===== src/rtl/data_mem_pkg.sv =====
// Shared types for the data-memory arbiter: FSM state encoding, grant owner ids, default widths.
package data_mem_pkg;

    localparam int DEF_ADDR_W = 32;
    localparam int DEF_DATA_W = 32;

    typedef enum logic [1:0] {
        ST_IDLE = 2'd0,
        ST_BUSY = 2'd1,
        ST_DONE = 2'd2
    } state_t;

    typedef enum logic {
        OWN_CORE = 1'b0,
        OWN_IO   = 1'b1
    } owner_t;

endpackage


===== src/rtl/data_mem_arbiter_if.sv =====
// Bundle of the two requester ports and the shared memory request port.
// slave = arbiter view, master = requesters + memory view.
interface data_mem_arbiter_if
    import data_mem_pkg::*;
#(
    parameter int ADDR_W = DEF_ADDR_W,
    parameter int DATA_W = DEF_DATA_W
);
    logic              core_mode;

    logic              core_req;
    logic              core_we;
    logic [ADDR_W-1:0] core_addr;
    logic [DATA_W-1:0] core_wdata;
    logic              core_done;
    logic [DATA_W-1:0] core_rdata;

    logic              io_req;
    logic              io_we;
    logic [ADDR_W-1:0] io_addr;
    logic [DATA_W-1:0] io_wdata;
    logic              io_done;
    logic [DATA_W-1:0] io_rdata;

    logic              mem_valid;
    logic              mem_rw;
    logic [ADDR_W-1:0] mem_addr;
    logic [DATA_W-1:0] mem_din;
    logic [DATA_W-1:0] mem_dout;
    logic              mem_ready;

    modport slave (
        input  core_mode,
        input  core_req, core_we, core_addr, core_wdata,
        output core_done, core_rdata,
        input  io_req, io_we, io_addr, io_wdata,
        output io_done, io_rdata,
        output mem_valid, mem_rw, mem_addr, mem_din,
        input  mem_dout, mem_ready
    );

    modport master (
        output core_mode,
        output core_req, core_we, core_addr, core_wdata,
        input  core_done, core_rdata,
        output io_req, io_we, io_addr, io_wdata,
        input  io_done, io_rdata,
        input  mem_valid, mem_rw, mem_addr, mem_din,
        output mem_dout, mem_ready
    );

endinterface


===== src/rtl/data_mem_arbiter_pick.sv =====
// Winner select between core and IO with a starvation counter; owner is combinational,
// the counter advances only on a grant (fire) and is cleared whenever core_mode changes.
module mem_arb_pick
    import data_mem_pkg::*;
#(
    parameter int STARVE_LIMIT = 8
) (
    input  logic   clk,
    input  logic   rstn,
    input  logic   core_req,
    input  logic   io_req,
    input  logic   core_mode,
    input  logic   fire,
    output owner_t owner
);
    localparam int            CW    = $clog2(STARVE_LIMIT + 1);
    localparam logic [CW-1:0] LIMIT = CW'(STARVE_LIMIT);

    logic [CW-1:0] cnt_q, cnt_eff, cnt_d;
    logic          mode_q, both, prio_win;
    owner_t        prio_own, other_own;

    always_comb begin
        prio_own  = core_mode ? OWN_CORE : OWN_IO;
        other_own = core_mode ? OWN_IO : OWN_CORE;
        both      = core_req & io_req;
        // A mode flip this cycle must already see a cleared count.
        cnt_eff   = (core_mode == mode_q) ? cnt_q : '0;

        owner = prio_own;
        if (both)          owner = (cnt_eff == LIMIT) ? other_own : prio_own;
        else if (core_req) owner = OWN_CORE;
        else if (io_req)   owner = OWN_IO;

        prio_win = both && (owner == prio_own);
        cnt_d    = cnt_eff;
        if (fire) cnt_d = prio_win ? ((cnt_eff == LIMIT) ? LIMIT : cnt_eff + CW'(1)) : '0;
    end

    always_ff @(posedge clk or negedge rstn) begin
        if (!rstn) begin
            cnt_q  <= '0;
            mode_q <= 1'b1;
        end else begin
            cnt_q  <= cnt_d;
            mode_q <= core_mode;
        end
    end

endmodule


===== src/rtl/data_mem_arbiter.sv =====
// Registered arbiter sharing one data-memory port between core MEM stage and IO loader.
// IDLE -> BUSY (request held stable until mem_ready) -> DONE (one-cycle done pulse) -> IDLE.
module data_mem_arbiter
    import data_mem_pkg::*;
#(
    parameter int ADDR_W       = DEF_ADDR_W,
    parameter int DATA_W       = DEF_DATA_W,
    parameter int STARVE_LIMIT = 8
) (
    input  logic              clk,
    input  logic              rstn,
    data_mem_arbiter_if.slave bus,
    output logic              busy
);
    state_t            state_q, state_d;
    owner_t            owner_q, pick;
    logic              fire, complete;
    logic              valid_q, rw_q, core_done_q, io_done_q;
    logic [ADDR_W-1:0] addr_q;
    logic [DATA_W-1:0] din_q, core_rdata_q, io_rdata_q;

    mem_arb_pick #(.STARVE_LIMIT(STARVE_LIMIT)) u_pick (
        .clk       (clk),
        .rstn      (rstn),
        .core_req  (bus.core_req),
        .io_req    (bus.io_req),
        .core_mode (bus.core_mode),
        .fire      (fire),
        .owner     (pick)
    );

    always_ff @(posedge clk or negedge rstn) begin
        if (!rstn) state_q <= ST_IDLE;
        else       state_q <= state_d;
    end

    always_comb begin
        state_d  = state_q;
        fire     = 1'b0;
        complete = 1'b0;
        unique case (state_q)
            ST_IDLE: if (bus.core_req || bus.io_req) begin
                fire    = 1'b1;
                state_d = ST_BUSY;
            end
            ST_BUSY: if (bus.mem_ready) begin
                complete = 1'b1;
                state_d  = ST_DONE;
            end
            ST_DONE: state_d = ST_IDLE;
            default: state_d = ST_IDLE;
        endcase
    end

    always_ff @(posedge clk or negedge rstn) begin
        if (!rstn) begin
            valid_q      <= 1'b0;
            rw_q         <= 1'b0;
            addr_q       <= '0;
            din_q        <= '0;
            owner_q      <= OWN_CORE;
            core_done_q  <= 1'b0;
            io_done_q    <= 1'b0;
            core_rdata_q <= '0;
            io_rdata_q   <= '0;
        end else begin
            core_done_q <= complete && (owner_q == OWN_CORE);
            io_done_q   <= complete && (owner_q == OWN_IO);
            if (fire) begin
                valid_q <= 1'b1;
                owner_q <= pick;
                if (pick == OWN_CORE) begin
                    rw_q   <= bus.core_we;
                    addr_q <= bus.core_addr;
                    din_q  <= bus.core_wdata;
                end else begin
                    rw_q   <= bus.io_we;
                    addr_q <= bus.io_addr;
                    din_q  <= bus.io_wdata;
                end
            end else if (complete) begin
                valid_q <= 1'b0;
                // Writes leave both read-data registers untouched.
                if (!rw_q) begin
                    if (owner_q == OWN_CORE) core_rdata_q <= bus.mem_dout;
                    else                     io_rdata_q   <= bus.mem_dout;
                end
            end
        end
    end

    assign bus.mem_valid  = valid_q;
    assign bus.mem_rw     = rw_q;
    assign bus.mem_addr   = addr_q;
    assign bus.mem_din    = din_q;
    assign bus.core_done  = core_done_q;
    assign bus.io_done    = io_done_q;
    assign bus.core_rdata = core_rdata_q;
    assign bus.io_rdata   = io_rdata_q;
    assign busy           = (state_q != ST_IDLE);

endmodule


===== src/flat_wrapper.sv =====
// flat-port wrapper written by rule: the top's interface ports become plain ports
module data_mem_arbiter_flat import data_mem_pkg::*;
#(
    parameter int ADDR_W       = DEF_ADDR_W,
    parameter int DATA_W       = DEF_DATA_W,
    parameter int STARVE_LIMIT = 8
)
  (clk, rstn, busy, bus_core_mode, bus_core_req, bus_core_we, bus_core_addr, bus_core_wdata, bus_core_done, bus_core_rdata, bus_io_req, bus_io_we, bus_io_addr, bus_io_wdata, bus_io_done, bus_io_rdata, bus_mem_valid, bus_mem_rw, bus_mem_addr, bus_mem_din, bus_mem_dout, bus_mem_ready);
  data_mem_arbiter_if #(.ADDR_W(ADDR_W), .DATA_W(DATA_W)) bus_i ();
  input  logic clk;
  input  logic rstn;
  output logic busy;
  input wire logic [$bits(bus_i.core_mode)-1:0] bus_core_mode;
  input wire logic [$bits(bus_i.core_req)-1:0] bus_core_req;
  input wire logic [$bits(bus_i.core_we)-1:0] bus_core_we;
  input wire logic [$bits(bus_i.core_addr)-1:0] bus_core_addr;
  input wire logic [$bits(bus_i.core_wdata)-1:0] bus_core_wdata;
  output wire logic [$bits(bus_i.core_done)-1:0] bus_core_done;
  output wire logic [$bits(bus_i.core_rdata)-1:0] bus_core_rdata;
  input wire logic [$bits(bus_i.io_req)-1:0] bus_io_req;
  input wire logic [$bits(bus_i.io_we)-1:0] bus_io_we;
  input wire logic [$bits(bus_i.io_addr)-1:0] bus_io_addr;
  input wire logic [$bits(bus_i.io_wdata)-1:0] bus_io_wdata;
  output wire logic [$bits(bus_i.io_done)-1:0] bus_io_done;
  output wire logic [$bits(bus_i.io_rdata)-1:0] bus_io_rdata;
  output wire logic [$bits(bus_i.mem_valid)-1:0] bus_mem_valid;
  output wire logic [$bits(bus_i.mem_rw)-1:0] bus_mem_rw;
  output wire logic [$bits(bus_i.mem_addr)-1:0] bus_mem_addr;
  output wire logic [$bits(bus_i.mem_din)-1:0] bus_mem_din;
  input wire logic [$bits(bus_i.mem_dout)-1:0] bus_mem_dout;
  input wire logic [$bits(bus_i.mem_ready)-1:0] bus_mem_ready;
  assign bus_i.core_mode = bus_core_mode;
  assign bus_i.core_req = bus_core_req;
  assign bus_i.core_we = bus_core_we;
  assign bus_i.core_addr = bus_core_addr;
  assign bus_i.core_wdata = bus_core_wdata;
  assign bus_core_done = bus_i.core_done;
  assign bus_core_rdata = bus_i.core_rdata;
  assign bus_i.io_req = bus_io_req;
  assign bus_i.io_we = bus_io_we;
  assign bus_i.io_addr = bus_io_addr;
  assign bus_i.io_wdata = bus_io_wdata;
  assign bus_io_done = bus_i.io_done;
  assign bus_io_rdata = bus_i.io_rdata;
  assign bus_mem_valid = bus_i.mem_valid;
  assign bus_mem_rw = bus_i.mem_rw;
  assign bus_mem_addr = bus_i.mem_addr;
  assign bus_mem_din = bus_i.mem_din;
  assign bus_i.mem_dout = bus_mem_dout;
  assign bus_i.mem_ready = bus_mem_ready;
  data_mem_arbiter #(.ADDR_W(ADDR_W), .DATA_W(DATA_W), .STARVE_LIMIT(STARVE_LIMIT)) u_core (.clk(clk), .rstn(rstn), .bus(bus_i), .busy(busy));
endmodule

===== config.mk =====
export PLATFORM = sky130hd
export DESIGN_NAME = data_mem_arbiter_flat
export DESIGN_NICKNAME = d
export VERILOG_FILES = /design/src/rtl/data_mem_pkg.sv /design/src/rtl/data_mem_arbiter_if.sv /design/src/rtl/data_mem_arbiter_pick.sv /design/src/rtl/data_mem_arbiter.sv /design/src/flat_wrapper.sv
export SDC_FILE = /design/constraint.sdc
export NUM_CORES = 1
export LEC_CHECK = 0
export ABC_AREA = 1
export CELL_PAD_IN_SITES_DETAIL_PLACEMENT = 1
export CELL_PAD_IN_SITES_GLOBAL_PLACEMENT = 2
export CORE_ASPECT_RATIO = 1.5
export CORE_MARGIN = 3
export CORE_UTILIZATION = 22
export CTS_CLUSTER_SIZE = 30
export DETAILED_ROUTE_END_ITERATION = 16
export PLACE_DENSITY_LB_ADDON = 0.1
export SYNTH_ARGS = -nofsm -noshare
export SYNTH_HDL_FRONTEND = slang
export SYNTH_SLANG_ARGS = --single-unit

===== constraint.sdc =====
create_clock -name clk -period 2.63 [get_ports clk]
set_clock_uncertainty 0.1 [all_clocks]
set_input_delay 0.263 -clock clk [delete_from_list [all_inputs] [get_ports clk]]
set_output_delay 0.263 -clock clk [all_outputs]
set_load 0.005 [all_outputs]

==> impl_metrics.py <==
metrics = {
    "outcome": {
        "status": "finished, final reports clean",
    },
    "critical_path": {
        "rrSetupSlack_ps": 340,
        "critPathMaxFanout": 17,
        "worst_setup_path_end_kind": "flip-flop",
        "timing.rr.end": "u_core.bus.mem_addr[14]",
        "ff2ff_path_depth": 17,
        "worstPathArrival_ps": 2510,
        "startpoint_type": "flip-flop",
        "crit_type": "flip-flop to flip-flop",
        "rr_startpoint": "u_core.u_pick.mode_q",
        "cp.required_ps": 2850,
    },
    "clock_tree": {
        "post-cts-setup-buffers": 0,
        "clockRootBuffer": "clkbuf_16",
        "htree_num_levels": 4,
        "clkTransAtPathRegs_ps": 70,
        "clockBufferDepth": 2,
        "clk_latency_ps": 430,
        "cts.sinks": 140,
        "postCtsResizedCells": 0,
        "hold_buffers": 1,
        "cts_tree": "built",
        "cts_made_buffers": 17,
    },
    "floorplan": {
        "core_area_sq_um": 28900,
        "dieArea_sq_um": 31700,
        "die_h_um": 217,
        "die_w_um": 146,
        "ios": 301,
        "num_rows": 76,
        "start_util": 0.225,
    },
    "route": {
        "drt-initial-drc-count": 173,
        "drt_pass1_iterations": 6,
        "wl_per_cell_um": 16.8,
        "ant_nets": 0,
        "via_count": 6228,
        "routed_wl_mm": 25.2,
        "via_per_inst": 4.16,
        "drcViolationCount": 0,
    },
    "logic_synthesis": {
        "synthSimpleGateAreaFrac": 0.299,
        "yosysWarnings": 0,
        "ys_ff_latch": 140,
        "synth_top_family_by_area": "simple AND/OR/NAND/NOR gates",
        "synth_area_sq_um": 6510,
        "synthTopCellsByArea": "dfrtp_1 53%, nand2_1 16%, nand3b_1 7.4%",
        "muxShareOfSynthArea": 0,
        "synth.net_count": 970,
        "seq_area_frac_synth": 0.538,
        "yosys.area.top_type_share": 0.534,
        "avgSynthCellArea_sq_um": 8.14,
        "yosysUniqueCellTypes": 23,
        "synth_top_area_cell": "dfrtp_1",
        "synthAdderAreaFrac": 0.00384,
        "syn_inst": 800,
        "synth_xor_area_frac": 0.00269,
        "synth_compound_area_frac": 0.0553,
    },
    "timing": {
        "fin_setup_tns_ps": 0,
        "max-slew-margin-rel": 0.618,
        "max_freq_mhz": 436,
        "slew_viol_final": 0,
        "rsz0062_at_grt": "no",
        "finalHoldViolCount": 0,
        "fin_crit_ps": 2290,
        "tightest_slew_ps": 572,
        "timing.final.crit_share": 0.872,
        "setup-violations-final": 0,
        "worst_hold_slack_ps": 269,
    },
    "cells_and_area": {
        "drive_gt1_frac": 0.0587,
        "final_area_sq_um": 10700,
        "synthToLayoutAreaGrowth_pct": 64.5,
        "final_nets": 1264,
    },
    "grt": {
        "grt_pass1_wl_mm": 40.0,
        "top_usage_layer": "met2",
        "gr-total-overflow": 0,
        "grt_use_met3": 0.0573,
        "use_met2": 0.279,
        "grt_max_degree": 65,
        "grt_usage": 0.162,
        "globalRouteMet1Util": 0.185,
        "antenna_found_initial": 1,
        "first_global_vias": 6768,
    },
    "place": {
        "hpwlAfterDp_mm": 17.9,
        "gp_congestion": 0.771,
        "placed_area_sq_um": 10100,
        "portBuffers": 300,
    },
    "power": {
        "powerDensity_nw_per_um2": 1000,
        "leakagePower_nw": 5.13,
        "vdd_drop_max_mv": 0.438,
    },
    "worst_hold_path": {
        "hold_class": "input port to asynchronous set/reset pin",
    },
    "job": {
        "drv_cap": 0,
    },
}
-- cells in the final DEF (no fill, tap or decap), types with 4 or more instances in the layout --
cell             instances
buf_12                  12
buf_4                   10
clkbuf_16               17
clkdlybuf4s50_1        299
clkinvlp_4               4
dfrtp_1                139
inv_1                  109
inv_6                    5
nand2_1                277
nand2_2                  5
nand3_1                 67
nand3b_1                64
nor2_1                   9
o21ai_0                 66
-- final cells by class --
type | instances | area (sq um)
antenna | 1 | 2.50
clock buffer | 18 | 439
clock inverter | 14 | 159
fill | 3452 | 18200
inverter | 110 | 413
multi-input combinational | 502 | 2370
sequential | 140 | 3500
tap | 390 | 488
timing repair buffer | 323 | 3330
-- worst max-delay path by stage --
| stage | depth (start not counted) | from | slack (ps) | endpoint |
|---|---|---|---|---|
| floorplan | 16 | u_core.u_pick.mode_q | 550 | u_core.bus.mem_addr[12] |
| global placement | 17 | bus_core_mode | 70 | u_core.bus.mem_addr[17] |
| detailed placement | 17 | bus_core_mode | 30 | u_core.bus.mem_addr[14] |
| CTS | 17 | u_core.u_pick.mode_q | 320 | u_core.bus.mem_addr[8] |
| global route | 17 | u_core.u_pick.mode_q | 40 | u_core.bus.mem_addr[25] |
| finish | 17 | u_core.u_pick.mode_q | 340 | u_core.bus.mem_addr[14] |
-- cells in the mapped netlist --
cell and n:
o21ai_0 66, o31ai_1 1, or2_1 1, buf_2 14, nand3_2 1, buf_6 6, nand3_1 67, a21oi_1 1
clkbuf_1 19, o21ai_1 2, ha_1 2, xnor2_1 2, nand2_2 3, o21bai_1 1, nand3b_1 64, buf_1 9
nand4_1 2, inv_2 1, dfstp_2 1, dfrtp_1 139, inv_1 109, nor2_1 10, nand2_1 279
-- cell families after synthesis --
family                   count (synthesis)
flip-flops                             140
adder cells (fa/ha/maj)                  2
AND/OR/NAND/NOR                        427
AO/OA/AOI/OAI                           71
buffers and inverters                  158
XOR/XNOR                                 2
-- worst max-delay path: stages (launching register included) --
cell and delay (ps):
dfstp_2 540, inv_1 60, nand2_1 60, nand2_1 60, nor2_1 120, inv_1 70, ha_1 180, inv_1 50
nor2_1 50, nand3_2 80, nand2_1 50, nand2_1 60, nand2_2 90, nand2_2 140, buf_4 260, nand2_1 90
nand3_1 70, nand2_1 50
-- sequential cells by signal, summed over array words and instances (netlist names) --
name and flops:
u_core.owner_q 1, u_core.bus.mem_din 32, u_core.u_pick.cnt_q 4, u_core.bus.core_done 1, u_core.bus.mem_rw 1, u_core.u_pick.mode_q 1
u_core.bus.mem_addr 32, u_core.bus.io_done 1, u_core.state_q 2, u_core.bus.io_rdata 32, u_core.bus.mem_valid 1, u_core.bus.core_rdata 32
-- through the flow --
stage | setup WS, ps | std cells | total power (W) | util
floorplan | 550 | 800 | 0.00528 | -
global placement | 75.0 | 1464 | 0.00837 | 0.349
detailed placement | 25.1 | 1464 | 0.00841 | 0.349
CTS | 316 | 1497 | 0.0110 | 0.370
global route | 36.8 | 1498 | 0.0117 | 0.370
finish | 338 | 1498 | 0.0108 | 0.370
-- power breakdown --
part           switching [W]  internal (W)
Clock                0.00106       0.00144
Sequential          0.000556       0.00317
Combinational        0.00196       0.00257
Total                0.00357       0.00718
-- layer usage --
| layer | share of wire | vias to the layer above |
|---|---|---|
| met2 | 0.51 | 205 |
| met1 | 0.40 | 2924 |
| met5 | 0 | - |
| li1 | - | 3066 |
| met4 | 0.025 | 0 |
| met3 | 0.071 | 33 |
(Power assumes the default switching activity.)
